## src/rtl/data_sram_like_bridge.sv

```systemverilog
// data_sram_like_bridge: turns each single-cycle CPU data access into one sram-like
// req/addr_ok/data_ok transaction, stalling the CPU until the response arrives.
module data_sram_like_bridge #(
    parameter int ADDR_W = 32,
    parameter int DATA_W = 32
) (
    input  logic              clk,
    input  logic              resetn,
    input  logic              cpu_en,
    input  logic [3:0]        cpu_wen,
    input  logic [ADDR_W-1:0] cpu_addr,
    input  logic [DATA_W-1:0] cpu_wdata,
    output logic [DATA_W-1:0] cpu_rdata,
    input  logic              cpu_hold,
    input  logic              cpu_flush,
    output logic              mem_stall,
    output logic              data_req,
    output logic              data_wr,
    output logic [1:0]        data_size,
    output logic [ADDR_W-1:0] data_addr,
    output logic [DATA_W-1:0] data_wdata,
    input  logic              data_addr_ok,
    input  logic              data_data_ok,
    input  logic [DATA_W-1:0] data_rdata
);
    typedef enum logic [2:0] {IDLE, REQ, WAIT, DONE, DRAIN} state_t;
    state_t state, state_nxt;
    logic capture;
    logic [1:0] size_nxt;

    always_comb begin
        state_nxt = state;
        capture = 1'b0;
        case (state)
            IDLE: state_nxt = (cpu_en && !cpu_flush) ? REQ : IDLE;
            REQ: begin
                if (data_addr_ok && data_data_ok) begin
                    state_nxt = cpu_flush ? IDLE : DONE;
                    capture = !cpu_flush;
                end else if (data_addr_ok) begin
                    state_nxt = cpu_flush ? DRAIN : WAIT;
                end else if (cpu_flush) begin
                    state_nxt = IDLE;
                end
            end
            WAIT: begin
                // a flushed access still has to see its response before the bus is free
                if (cpu_flush) begin
                    state_nxt = data_data_ok ? IDLE : DRAIN;
                end else if (data_data_ok) begin
                    state_nxt = DONE;
                    capture = 1'b1;
                end
            end
            DONE: state_nxt = cpu_hold ? DONE : IDLE;
            DRAIN: state_nxt = data_data_ok ? IDLE : DRAIN;
            default: state_nxt = IDLE;
        endcase
    end

    assign size_nxt = (cpu_wen == 4'b1111 || cpu_wen == 4'b0000) ? 2'd2 :
                      (cpu_wen == 4'b0011 || cpu_wen == 4'b1100) ? 2'd1 : 2'd0;

    always_ff @(posedge clk or negedge resetn) begin
        if (!resetn) begin
            state      <= IDLE;
            data_wr    <= 1'b0;
            data_size  <= 2'd0;
            data_addr  <= '0;
            data_wdata <= '0;
            cpu_rdata  <= '0;
        end else begin
            state <= state_nxt;
            if (state == IDLE && state_nxt == REQ) begin
                data_wr    <= |cpu_wen;
                data_size  <= size_nxt;
                data_addr  <= (|cpu_wen) ? cpu_addr : {cpu_addr[ADDR_W-1:2], 2'b00};
                data_wdata <= cpu_wdata;
            end
            if (capture && !data_wr) cpu_rdata <= data_rdata;
        end
    end

    assign data_req  = state == REQ;
    assign mem_stall = resetn & cpu_en & ~cpu_flush & (state == IDLE || state == REQ || state == WAIT);
endmodule

```

## config.mk

```make
export PLATFORM = sky130hd
export DESIGN_NAME = data_sram_like_bridge
export DESIGN_NICKNAME = d
export VERILOG_FILES = /design/src/rtl/data_sram_like_bridge.sv
export SDC_FILE = /design/constraint.sdc
export NUM_CORES = 1
export LEC_CHECK = 0
export CAP_MARGIN = 25
export CORE_ASPECT_RATIO = 0.8
export CORE_MARGIN = 5
export CORE_UTILIZATION = 44
export CTS_BUF_LIST = sky130_fd_sc_hd__clkbuf_2 sky130_fd_sc_hd__clkbuf_4 sky130_fd_sc_hd__clkbuf_8
export CTS_CLUSTER_DIAMETER = 30
export DETAILED_ROUTE_END_ITERATION = 12
export PLACE_DENSITY_LB_ADDON = 0.15
export REMOVE_ABC_BUFFERS = 1
export SETUP_SLACK_MARGIN = 0.5
export SLEW_MARGIN = 25
export SYNTH_ARGS = -nofsm -noshare
export SYNTH_HDL_FRONTEND = slang
export SYNTH_SLANG_ARGS = --single-unit
```

## constraint.sdc

```tcl
create_clock -name clk -period 2.42 [get_ports clk]
set_input_delay 0.363 -clock clk [delete_from_list [all_inputs] [get_ports clk]]
set_output_delay 0.363 -clock clk [all_outputs]
set_load 0.02 [all_outputs]
```

==> impl_results.md <==
- WL final: 10.20 mm
- Pre-CTS setup slack: 251.4 ps
- Clock Latency Late Sink: 360 ps
- Xor and xnor fraction of the mapped netlist area: 0
- Power Dens Cells: 1212 mW/mm²
- Crit path max-delay family: buffers and inverters
- Cell leakage power: 2.811 nW
- ANT cells: 0
- Fin crit share: 0.7716
- Layout Cells excl Fill: 582
- CTS buffer count: 9
- Critical Path Start Type: input pin
- Buffers added on ports: 207
- Worst setup margin: 552.8 ps
- Crit-path cells: clkdlybuf4s50_1 > nor2_2 > and4_1 > clkdlybuf4s15_1
- Final core utilization: 0.7205
- Combinational family with the most area after synthesis: multiplexers
- Core box area: 0.009037 mm²
- Clock sink total: 102
- First-pass GRT wire length: 15.81 mm
- WP data required: 2060 ps
- Post-synthesis mux area share: 0.3020
- Die W: 117.4 µm
- Yosys warns: 0
- Most frequent cells in the layout: clkdlybuf4s50_1 (204), dfrtp_1 (102), mux2_2 (67), mux2_4 (30), clkbuf_8 (11)
- Unrepaired setup endpoints after global routing: false
- Worst-path fanout max: 5
- CP Capture Type: output pin
- Fraction of the mapped netlist area in compound gates: 0.01419
- Number of global-route vias before repair: 3006
- Chip Height: 95.88 µm
- Slowest CP cell: clkdlybuf4s50_1
- Row count: 31
- Simple logic cell fraction of the synthesized area: 0.03177
- Die ar.: 0.01125 mm²
- Initial detailed-routing violation count: 122
- Largest net degree at the start of global routing: 62
- Drc violations: 0
- Post-CTS Setup Bufs: 0
- Post-synthesis area per instance: 16.56 µm²
- DR pass1 iterations: 4
- Worst VDD drop: 0.0006466 V
- Vias/cell: 4.826
- Max cap viols: 0
- CTS hold repair buffers: 0
- Total number of vias: 2809
- Crit Path Category: input pin to output pin
- Starting Density: 0.4488
- Fin crit period: 1867 ps
- Total gr overflow: 0
- Clock Skew: 11.44 ps
- Ratio of cells with drive above 1 in the final layout: 0.2698
- Max Fclk: 535.6 MHz
- Final net count: 569
- Area grow syn2layout: 60.52%
- Htree depth: 3
- Final Slew Violations: 0
- Bufs on Longest Clock Path: 2
- Arrival @ worst endpoint: 1500 ps
- Cells after Synth: 245
- Seq/Total Area, Yosys: 0.6292
- Wire length per cell: 17.53 µm
- Tot GR Track Use: 0.1806
- Final hold violations: 0
- Post-synthesis register bit count: 102
- Adder-cell share of the synthesized area: 0
- Largest stage delay, worst path: 490 ps
- Worst slew margin: 0.4845
- Clk pin slew, worst setup/hold paths: 90 ps
- Root buffer cell: clkbuf_8
- Worst-Margin Slew: 773.3 ps
- Initial antenna violation count: 0
- Crit path buffers/inverters: 2
- Post-route ant nets: 0
- Detailed placement HPWL: 7.777 mm
- Num ports: 208
- Total power: 7.889 mW
- Final GP Congestion: 0.8501
- Hold crit path type: input pin to asynchronous set/reset pin
- Run status: finished, final reports clean
- CTS tree: built
- Final setup viols: 0
- Synth cell types: 25
- Commonest non-fill, non-tap cell in the layout: clkdlybuf4s50_1
- Inst Count DP: 566
- Post-Syn Area: 0.004056 mm²
[final timing paths]
path                                           from  cells after the start                          to  slack (ps)
max                                       cpu_flush                      4                   mem_stall         550
min                                          resetn                      2   cpu_rdata[20]$_DFFE_PN0P_         110
max reg2reg                      state[2]$_DFF_PN0_                      5    cpu_rdata[1]$_DFFE_PN0P_         720
min reg2reg                data_size[1]$_DFFE_PN0P_                      1    data_size[1]$_DFFE_PN0P_         510
max in group asynchronous                    resetn                      3  data_wdata[16]$_DFFE_PN0P_        1140
min in group clk           data_size[1]$_DFFE_PN0P_                      1    data_size[1]$_DFFE_PN0P_         510
[logic make-up (layout without fill, tap and decap cells)]
logic type | after synthesis | in the layout
and+or+nand+nor | 22 | 22
muxes | 99 | 99
AOI/OAI and AO/OA | 9 | 9
buffers and inverters | 13 | 235
DFF | 102 | 102
[power breakdown]
group / total, mW / internal (mW) / switching (mW)
Sequential: 2.87 / 2.48 / 0.393
Clock: 1.09 / 0.542 / 0.550
Combinational: 3.93 / 2.19 / 1.74
[cell usage after synthesis]
cell	number	area, µm²
mux2i_1	2	20.02
o31ai_1	1	7.510
nor2_1	2	7.510
mux2_4	30	450.4
inv_1	3	11.26
nor3_1	1	5.000
mux2_2	67	754.5
buf_2	5	25.02
and3b_1	1	8.760
or4bb_1	1	11.26
or4_1	1	7.510
and2_1	1	6.260
a21oi_1	2	10.01
nand3_1	2	10.01
o21ai_0	4	20.02
and4_1	1	8.760
nor3b_1	2	15.01
buf_6	5	56.30
nor2b_1	2	12.51
o211ai_1	1	7.510
dfrtp_1	102	2552
o2111a_2	1	12.51
nand2b_1	1	6.260
nand2_1	6	22.52
and2b_1	1	7.510
[repair_timing]
action                                  4_1_cts  5_1_grt
gates cloned                                  0        0
hold endpoints to repair                      0        0
endpoints found under the setup margin        2        1
resized for setup                             2        2
[through the flow]
stage / hold WS, ps / setup TNS (ps) / cell area [µm²]
finish: 105.1 / 0 / 6511
global placement: 485.5 / 0 / 6306
floorplan: 67.41 / -45840 / 3975
CTS: 106.8 / 0 / 6507
global route: 129.8 / 0 / 6511
detailed placement: 492.5 / 0 / 6306
[metal layers]
metal	up-vias	wire length (µm)	GRT usage
met3	21	979	0.08519
met2	118	5055	0.2957
met4	0	272	0.08406
met1	1372	3896	0.2028
met5	-	0	0
li1	1298	-	-
[layout make-up]
class | instances | area [µm²]
clock buffers | 12 | 158.9
clock inverters | 4 | 45.04
fillers | 667 | 2526
flip-flops and latches | 102 | 2552
inverters | 3 | 11.26
multi-input cells | 130 | 1426
repair buffers | 216 | 2173
well taps | 115 | 143.9
[flip-flops by register name (all words and copies together) (netlist names)]
register / flops
data_wdata: 32
cpu_rdata: 32
data_size: 2
data_addr: 32
data_wr: 1
state: 3
(Power assumes the default switching activity.)
